<file path="config.mk">
export PLATFORM = sky130hd
export DESIGN_NAME = dmi_arbiter
export DESIGN_NICKNAME = d
export VERILOG_FILES = /design/src/rtl/dmi_pkg.sv /design/src/rtl/rr_arbiter.sv /design/src/rtl/dmi_arbiter.sv
export SDC_FILE = /design/constraint.sdc
export NUM_CORES = 1
export LEC_CHECK = 0
export ABC_CLOCK_PERIOD_IN_PS = 2000
export BUFFER_PORTS_ARGS = -buffer_cell sky130_fd_sc_hd__clkbuf_2
export CORE_MARGIN = 2
export CORE_UTILIZATION = 25
export DETAILED_ROUTE_END_ITERATION = 6
export PLACE_DENSITY = 0.48
export SLEW_MARGIN = 20
export SYNTH_ARGS = -nofsm -noshare
export SYNTH_HDL_FRONTEND = slang
export SYNTH_SLANG_ARGS = --single-unit
export TNS_END_PERCENT = 1
</file>
<file path="constraint.sdc">
create_clock -name clk -period 2 [get_ports clk]
set_input_delay 0.3 -clock clk [delete_from_list [all_inputs] [get_ports clk]]
set_output_delay 0.3 -clock clk [all_outputs]
set_load 0.005 [all_outputs]
</file>
<file path="src/rtl/dmi_pkg.sv">
// Shared DMI widths and encodings used by the debug transport arbiter.
package dmi_pkg;

  localparam int DMI_ADDR_W = 7;
  localparam int DMI_DATA_W = 32;

  typedef enum logic [1:0] {
    DMI_OP_NOP   = 2'd0,
    DMI_OP_READ  = 2'd1,
    DMI_OP_WRITE = 2'd2
  } dmi_op_e;

  typedef enum logic [1:0] {
    DMI_RESP_SUCCESS = 2'd0,
    DMI_RESP_FAILED  = 2'd2,
    DMI_RESP_BUSY    = 2'd3
  } dmi_resp_e;

  typedef enum logic [1:0] {
    ARB_IDLE  = 2'd0,
    ARB_ISSUE = 2'd1,
    ARB_WAIT  = 2'd2,
    ARB_RESP  = 2'd3
  } dmi_arb_state_e;

endpackage

</file>
<file path="src/rtl/rr_arbiter.sv">
// Combinational round-robin picker: grants the first valid requester at or
// after i_ptr, wrapping around. i_ptr must be below N.
module rr_arbiter #(
  parameter int N  = 2,
  parameter int IW = (N > 1) ? $clog2(N) : 1
) (
  input  logic [N-1:0]  i_valid,
  input  logic [IW-1:0] i_ptr,
  output logic [N-1:0]  o_grant,
  output logic [IW-1:0] o_idx,
  output logic          o_any
);

  always_comb begin
    o_grant = '0;
    o_idx   = '0;
    o_any   = 1'b0;
    for (int k = 0; k < N; k++) begin
      if (!o_any && i_valid[(int'(i_ptr) + k) % N]) begin
        o_any                            = 1'b1;
        o_idx                            = IW'((int'(i_ptr) + k) % N);
        o_grant[(int'(i_ptr) + k) % N]   = 1'b1;
      end
    end
  end

endmodule

</file>
<file path="src/rtl/dmi_arbiter.sv">
// Shares one DMI port between N_REQ debug transports, one transaction at a
// time, with a response watchdog that answers FAILED for a silent DM.
module dmi_arbiter
  import dmi_pkg::*;
#(
  parameter int N_REQ          = 2,
  parameter int TIMEOUT_CYCLES = 1024
) (
  input  logic                         clk,
  input  logic                         reset,
  input  logic [N_REQ-1:0]             up_req_valid,
  output logic [N_REQ-1:0]             up_req_ready,
  input  logic [N_REQ*DMI_ADDR_W-1:0]  up_req_addr,
  input  logic [N_REQ*2-1:0]           up_req_op,
  input  logic [N_REQ*DMI_DATA_W-1:0]  up_req_data,
  output logic [N_REQ-1:0]             up_resp_valid,
  input  logic [N_REQ-1:0]             up_resp_ready,
  output logic [N_REQ*2-1:0]           up_resp_resp,
  output logic [N_REQ*DMI_DATA_W-1:0]  up_resp_data,
  output logic                         dmi_req_valid,
  input  logic                         dmi_req_ready,
  output logic [DMI_ADDR_W-1:0]        dmi_req_addr,
  output logic [1:0]                   dmi_req_op,
  output logic [DMI_DATA_W-1:0]        dmi_req_data,
  input  logic                         dmi_resp_valid,
  output logic                         dmi_resp_ready,
  input  logic [1:0]                   dmi_resp_resp,
  input  logic [DMI_DATA_W-1:0]        dmi_resp_data,
  output logic                         busy,
  output logic [$clog2(N_REQ)-1:0]     owner,
  output logic                         timeout
);

  localparam int IW    = $clog2(N_REQ);
  localparam int CNT_W = (TIMEOUT_CYCLES > 1) ? $clog2(TIMEOUT_CYCLES) : 1;
  localparam logic [CNT_W-1:0] CNT_LAST =
    CNT_W'((TIMEOUT_CYCLES > 0) ? TIMEOUT_CYCLES - 1 : 0);
  localparam bit WDOG_EN = (TIMEOUT_CYCLES > 0);

  dmi_arb_state_e        r_state;
  logic [IW-1:0]         r_rr_ptr;
  logic [IW-1:0]         r_owner;
  logic [DMI_ADDR_W-1:0] r_addr;
  logic [1:0]            r_op;
  logic [DMI_DATA_W-1:0] r_data;
  logic [1:0]            r_resp;
  logic [DMI_DATA_W-1:0] r_rdata;
  logic [CNT_W-1:0]      r_cnt;
  logic                  r_drain;
  logic                  r_timeout;

  logic [N_REQ-1:0]      w_grant;
  logic [IW-1:0]         w_idx;
  logic                  w_any;
  logic [IW-1:0]         w_rr_next;
  logic [N_REQ-1:0]      w_owner_oh;

  rr_arbiter #(.N(N_REQ), .IW(IW)) u_rr (
    .i_valid (up_req_valid),
    .i_ptr   (r_rr_ptr),
    .o_grant (w_grant),
    .o_idx   (w_idx),
    .o_any   (w_any)
  );

  assign w_rr_next  = (w_idx == IW'(N_REQ - 1)) ? '0 : w_idx + IW'(1);
  assign w_owner_oh = N_REQ'(1) << r_owner;

  // Ready is held low during reset so no request is taken in that cycle.
  assign up_req_ready   = (r_state == ARB_IDLE && !reset) ? w_grant : '0;
  assign up_resp_valid  = (r_state == ARB_RESP) ? w_owner_oh : '0;
  assign dmi_req_valid  = (r_state == ARB_ISSUE);
  assign dmi_req_addr   = r_addr;
  assign dmi_req_op     = r_op;
  assign dmi_req_data   = r_data;
  assign dmi_resp_ready = (r_state == ARB_WAIT) || r_drain;
  assign busy           = (r_state != ARB_IDLE);
  assign owner          = r_owner;
  assign timeout        = r_timeout;

  always_comb begin
    up_resp_resp = '0;
    up_resp_data = '0;
    if (r_state == ARB_RESP) begin
      up_resp_resp[int'(r_owner)*2 +: 2]                   = r_resp;
      up_resp_data[int'(r_owner)*DMI_DATA_W +: DMI_DATA_W] = r_rdata;
    end
  end

  always_ff @(posedge clk) begin
    if (reset) begin
      r_state   <= ARB_IDLE;
      r_rr_ptr  <= '0;
      r_owner   <= '0;
      r_addr    <= '0;
      r_op      <= '0;
      r_data    <= '0;
      r_resp    <= '0;
      r_rdata   <= '0;
      r_cnt     <= '0;
      r_drain   <= 1'b0;
      r_timeout <= 1'b0;
    end else begin
      r_timeout <= 1'b0;
      // A late answer to a timed-out request is swallowed, never routed.
      if (r_drain && dmi_resp_valid) r_drain <= 1'b0;
      case (r_state)
        ARB_IDLE: begin
          if (w_any) begin
            r_addr   <= up_req_addr[int'(w_idx)*DMI_ADDR_W +: DMI_ADDR_W];
            r_op     <= up_req_op[int'(w_idx)*2 +: 2];
            r_data   <= up_req_data[int'(w_idx)*DMI_DATA_W +: DMI_DATA_W];
            r_owner  <= w_idx;
            r_rr_ptr <= w_rr_next;
            r_state  <= ARB_ISSUE;
          end
        end
        ARB_ISSUE: begin
          if (dmi_req_ready) begin
            r_cnt   <= '0;
            r_state <= ARB_WAIT;
          end
        end
        ARB_WAIT: begin
          if (dmi_resp_valid && !r_drain) begin
            r_resp  <= dmi_resp_resp;
            r_rdata <= dmi_resp_data;
            r_state <= ARB_RESP;
          end else if (WDOG_EN && r_cnt == CNT_LAST) begin
            r_resp    <= DMI_RESP_FAILED;
            r_rdata   <= '0;
            r_drain   <= 1'b1;
            r_timeout <= 1'b1;
            r_state   <= ARB_RESP;
          end else if (WDOG_EN) begin
            r_cnt <= r_cnt + CNT_W'(1);
          end
        end
        ARB_RESP: begin
          if (up_resp_ready[r_owner]) r_state <= ARB_IDLE;
        end
        default: r_state <= ARB_IDLE;
      endcase
    end
  end

endmodule

</file>
==> results of run 1 <==
flip-flops by register name (all words and copies together), names as in the netlist, 2 cells and up:
| name | cells |
|---|---|
| dmi_req_addr | 7 |
| dmi_req_data | 32 |
| dmi_req_op | 2 |
| r_cnt | 10 |
| r_rdata | 32 |
| r_resp | 2 |
| r_state | 2 |
through the flow:
step / setup slack, ns / hold slack, ns / instance area (µm²) / util [%] / total power [mW]
finish: 0.0734 / 0.170 / 5950 / 37.3 / 5.86
global route: 0.00130 / 0.161 / 5950 / 37.3 / 6.23
CTS: 0.00528 / 0.153 / 5900 / 37.0 / 5.87
detailed placement: 0.145 / 0.487 / 5580 / 35.0 / 4.04
global placement: 0.212 / 0.479 / 5580 / 35.0 / 4.03
floorplan: 0.259 / 0.426 / 4090 / - / 3.29
report_power, final:
part | internal [mW] | leakage (nW) | switching, mW
Sequential | 2.13 | 0.742 | 0.201
Clock | 1.07 | 0.151 | 0.691
Combinational | 0.844 | 1.98 | 0.930
Total | 4.04 | 2.87 | 1.82
kinds of logic after synthesis:
group           share of synthesized area, %
compound gates                          25.2
simple gates                            22.2
fa+ha+maj                               1.84
flops                                   44.6
buf+inv                                 5.73
mux                                    0.490
layer usage:
metal	share of wire [%]	global-route usage, %	vias up
met1	42	16.8	1946
met2	47	25.0	244
met4	2.1	6.16	0
met3	8.6	3.96	20
li1	-	-	2082
met5	0	0	-
worst max-delay path: stages (launching register included):
cell	delay, ns
dfxtp_2	0.35
inv_1	0.08
ha_1	0.24
buf_4	0.19
or2_2	0.30
clkbuf_2	0.12
layout make-up:
class | instances | area (µm²) | area share, %
clock inverter | 3 | 46.3 | 0.777
multi-input combinational | 279 | 2090 | 35.1
clock buffer | 12 | 267 | 4.48
timing repair buffer | 261 | 1430 | 24.0
inverter | 9 | 33.8 | 0.567
tap | 216 | 270 | 4.54
sequential | 91 | 1820 | 30.6
Yosys cell counts (5+ instances only):
cell type	count	area [µm²]
clkbuf_1	36	135
a222oi_1	41	410
and2_1	37	231
nor2_1	48	180
o31ai_1	5	37.5
inv_1	9	33.8
a21oi_1	6	30.0
nand2_1	9	33.8
and3_1	35	219
ha_1	6	75.1
buf_6	5	56.3
nand3_1	5	25.0
a32o_1	33	330
dfxtp_1	91	1820
cell usage in the layout (no fill, tap or decap), types with 3 or more instances in the layout:
master | synthesis | layout
o31ai_1 | 5 | 5
nand3_1 | 5 | 5
dfxtp_1 | 91 | 90
o21ai_1 | 4 | 3
o31ai_2 | 3 | 3
buf_12 | 0 | 4
and2_1 | 37 | 37
a222oi_1 | 41 | 41
nor2_1 | 48 | 48
nor4_1 | 3 | 3
o21ai_0 | 3 | 3
a21oi_1 | 6 | 4
and3_1 | 35 | 35
buf_4 | 0 | 15
clkbuf_16 | 0 | 9
clkbuf_8 | 0 | 3
ha_1 | 6 | 5
nor2b_1 | 4 | 3
nand2_1 | 9 | 9
a32o_1 | 33 | 33
inv_1 | 9 | 9
clkbuf_2 | 0 | 241
what timing repair did:
item,CTS,global route
gates cloned,0,0
buffers inserted,1,2
resized for setup,2,2
endpoints found under the setup margin,5,4
pin swaps,0,0
path summary, 6_finish.rpt:
kind	startpoint	to	slack, ns	cells past startpoint
worst max-delay path	r_state[0]	dmi_resp_ready	0.07	5
worst min-delay path	dmi_resp_data[28]	r_rdata[28]	0.17	2
worst max register to register	r_state[0]	r_rdata[31]	0.15	6
worst min register to register	dmi_req_data[17]	dmi_req_data[17]	0.50	2
==> key figures, run 1 <==
Die
  – I/O Pins: about 240
  – Die area: between 15000 and 20000 µm²
  – Die Wd: approximately 130 µm
  – Row count: 46
  – Initial Util: between 20% and 30%
  – Die Ht: between 100 and 150 µm
  – Core area: 15900 µm²

STA
  – Worst Tran Pin Value: 0.565 ns
  – Max-slew headroom: roughly 62%
  – Finish-stage setup viols: 0
  – Max Clk Rate: between 500 and 600 MHz
  – Period Utilization, post-route: between 90% and 100%
  – RSZ-0062 raised after global routing: no
  – Final setup TNS: 0 ns
  – Clock Skews: 0.00816 ns
  – Final Max Tran Viols: 0
  – Post-layout min period: 1.93 ns
  – Final hold viol count: 0

Drt
  – DR WL/cell: 14.9 µm
  – DRT antenna net count: 0
  – Total number of vias: between 4000 and 5000
  – DRC viols: 0
  – DR iter-0 viols: around 310
  – DRT Pass-1 Iters: 6
  – DR vias/cell: 4.93
  – Routed Wire Length: around 13000 µm

Layout
  – Share of cells above drive strength 1: roughly 46%
  – ANT cells: 0
  – Non-Filler Instances: 871
  – # fillers: 1598
  – Final Net Count: 781
  – Area growth syn-to-layout: 45.8%

Synthesis
  – Register bit total from synthesis: 91
  – Sequential-to-total area share from yosys stat: roughly 45%
  – Count of flip-flops with a built-in enable after synthesis: 0
  – Yosys cell types: 49
  – Primary FF master, synth: dfxtp_1
  – Synth Warn #: 0
  – Post-Syn Area: 4090 µm²
  – Post-Synthesis Cells: 422
  – Syn Area/Cell: 9.68 µm²
  – Mapped Nets: 552
  – Asr flop ratio synth: 0%

Worst setup path
  – Worst Path Max Fanout: 13
  – CP Data Arrival Time: 1.63 ns
  – Worst path required time: 1.70 ns
  – Worst Setup End Kind: output port
  – Crit Path Class: flip-flop to output port
  – Crit start category: flip-flop

CTS
  – Hold-fix buffers, CTS: 0
  – Root buffer selected by CTS: clkbuf_16
  – CTS buffer count: 9
  – Sink Count: slightly above 90
  – H-tree depth: 3
  – Clock Latency Late Sink: 0.34 ns
  – TritonCTS clock tree: yes
  – Clk pin slew, worst setup/hold paths: 0.06 ns
  – CTS max path bufs: 2

Placed design
  – DP HPWL: 9800 µm
  – PortBufs: 241
  – Inst Count DP: 852
  – Routability congestion estimate: approximately 0.81

Global route
  – Number of global-route vias before repair: 4000
  – Initial antenna violation count: 0
  – Largest net degree at the start of global routing: 44
  – Gr ovfl total: 0
  – Global-route wire length before repair: 20400 µm
  – Gr usage total: 14.4%

Job
  – MaxCap Viol Count: 0

Hold path
  – Class of the worst hold path: primary input to flip-flop

Power
  – Power Dens Cells: 984 nW/µm²
  – Peak VDD IR: 0.450 mV
  – Leakage: 2.87 nW

Outcome
  – Status: complete, no violations
(Power assumes the default switching activity.)
==> inputs of run 2 (changes only) <==
--- a/config.mk
+++ b/config.mk
@@ -7,10 +7,13 @@
 export LEC_CHECK = 0
 export ABC_CLOCK_PERIOD_IN_PS = 2000
 export BUFFER_PORTS_ARGS = -buffer_cell sky130_fd_sc_hd__clkbuf_2
+export CORE_ASPECT_RATIO = 0.5
 export CORE_MARGIN = 2
 export CORE_UTILIZATION = 25
+export CTS_BUF_LIST = sky130_fd_sc_hd__clkbuf_2
 export DETAILED_ROUTE_END_ITERATION = 6
 export PLACE_DENSITY = 0.48
+export SKIP_CTS_REPAIR_TIMING = 1
 export SLEW_MARGIN = 20
 export SYNTH_ARGS = -nofsm -noshare
 export SYNTH_HDL_FRONTEND = slang
==> key figures, run 2 (same netlist as run 1, synthesis figures left out) <==
Layout
  – Fin util: 46.0% (+8.7 points)
  – Non-Filler Instances: 1004 (+15%)
  – Most common library cell in the layout ignoring fill and taps: clkbuf_2
  – Most frequent cells in the layout: clkbuf_2 (227), dlygate4sd3_1 (114), dfxtp_1 (88)
  – Final Net Count: 908 (+16%)
  – # fillers: 1517 (-5.1%)
  – Area growth syn-to-layout: 76.8%
  – Share of cells above drive strength 1: 42.7% (-3.0 points)
  – Register area: 1830 µm² (+0.55%)
  – ANT cells: 0 (unchanged)
  – Area of the multi-input gates: 2150 µm² (+3.0%)

Global route
  – Global-route wire length before repair: 20200 µm (-1.4%)
  – Gr ovfl total: 0 (unchanged)
  – Initial antenna violation count: 0 (unchanged)
  – Largest net degree at the start of global routing: 36 (-18%)
  – Number of global-route vias before repair: 3995 (-0.13%)
  – Gr usage total: 14.8% (+0.37 points)

Die
  – Initial Util: 26.0% (+0.40 points)
  – Row count: 32 (-30%)
  – Die area: 17400 µm² (+0.36%)
  – Core area: 15700 µm² (-1.6%)
  – Die Wd: 185 µm (+40%)
  – Die Ht: 94.4 µm (-28%)
  – I/O Pins: 242 (unchanged)

Drt
  – DR vias/cell: 4.85 (-1.6%)
  – DR iter-0 viols: 323 (+3.9%)
  – DR WL/cell: 15.7 µm (+5.2%)
  – Routed Wire Length: 15800 µm (+21%)
  – Total number of vias: 4867 (+13%)
  – DRC viols: 10 (+10)
  – DRT antenna net count: 0 (unchanged)
  – DRT Pass-1 Iters: 7 (+1)

STA
  – Period Utilization, post-route: 106% (+9.9 points)
  – Final worst slack: -0.124 ns (-0.198 ns)
  – Worst Tran Pin Value: 0.390 ns (-0.174 ns)
  – Max-slew headroom: 74.0% (+12 points)
  – Max Clk Rate: 471 MHz (-9.3%)
  – Finish-stage setup viols: 30 (+30)
  – Clock Skews: 0.0312 ns (+0.0231 ns)
  – Final hold viol count: 0 (unchanged)
  – Final Max Tran Viols: 0 (unchanged)
  – Hold WS: 0.00620 ns (-0.163 ns)
  – RSZ-0062 raised after global routing: yes
  – Post-layout min period: 2.12 ns (+0.198 ns)

CTS
  – Clk pin slew, worst setup/hold paths: 0.23 ns (+0.17 ns)
  – CTS buffer count: 9 (unchanged)
  – H-tree depth: 3 (unchanged)
  – Clock Latency Late Sink: 0.57 ns (+0.23 ns)
  – TritonCTS clock tree: yes
  – Sink Count: 91 (unchanged)
  – Root buffer selected by CTS: clkbuf_2
  – CTS max path bufs: 2 (unchanged)

Worst setup path
  – Worst path required time: 1.70 ns (about the same)
  – Worst Setup End Kind: output port
  – Crit start category: flip-flop
  – Crit Path Class: flip-flop to output port
  – CP Data Arrival Time: 1.82 ns (+0.19 ns)
  – Worst Path Max Fanout: 5 (-8)

Placed design
  – Inst Count DP: 868 (+1.9%)
  – Routability congestion estimate: 0.814 (+0.30%)
  – PortBufs: 241 (unchanged)
  – DP HPWL: 9880 µm (+0.77%)

Power
  – Peak VDD IR: 0.309 mV (-31%)
  – Leakage: 3.40 nW (+18%)
  – Power Dens Cells: 747 nW/µm² (-24%)
  – Post-route total power: 5.40 mW (-7.8%)

Outcome
  – Failing checks: design-rule violations, negative setup slack
  – Status: finished with violations

Hold path
  – Class of the worst hold path: primary input to flip-flop

Job
  – MaxCap Viol Count: 0 (unchanged)
==> run 2: metal layers <==
layer | share of wire, % | track usage, % | vias up
li1 | - | - | 2342
met1 | 42 | 18.3 | 2284
met2 | 50 | 25.8 | 219
met3 | 6.1 | 3.39 | 22
met4 | 1.6 | 4.70 | 0
met5 | 0 | 0 | -
==> run 2: path summary, 6_finish.rpt <==
| kind | from | end | slack (ns) | depth (start not counted) |
|---|---|---|---|---|
| setup reg to reg | r_state[1] | r_cnt[3] | 0.16 | 6 |
| hold reg to reg | r_resp[1] | r_resp[1] | 0.50 | 2 |
| setup / recovery | r_state[0] | up_resp_data[23] | -0.12 | 6 |
| hold / removal | up_req_data[15] | dmi_req_data[15] | 0.006 | 3 |
==> run 2: power breakdown <==
group / internal, mW / total [mW] / switching [mW]
Clock: 0.310 / 0.990 / 0.680
Sequential: 2.13 / 2.36 / 0.226
Combinational: 1.03 / 2.05 / 1.02
Total: 3.47 / 5.40 / 1.93
==> run 2: final cells by class <==
| type | count | share of cell area, % |
|---|---|---|
| clock inverter | 7 | 1.13 |
| sequential | 91 | 25.4 |
| inverter | 9 | 0.468 |
| clock buffer | 9 | 0.623 |
| tap | 221 | 3.83 |
| multi-input combinational | 279 | 29.8 |
| timing repair buffer | 388 | 38.8 |
==> run 2: worst max-delay path: stages, from the launching register on <==
cell and delay, ns:
dfxtp_4 0.43, ha_4 0.14, nor2b_4 0.20, buf_12 0.15
clkbuf_16 0.15, and2_4 0.14, buf_6 0.09
==> run 2: through the flow <==
stage                     setup WS (ns)  instance area [µm²]  TNS [ns]
after floorplan                   0.259                 4090         0
after global placement            0.118                 5660         0
after detailed placement         0.0524                 5660         0
after CTS                        -0.325                 5790    -15.49
after global routing             -0.271                 7220    -12.54
final                            -0.124                 7220     -2.86
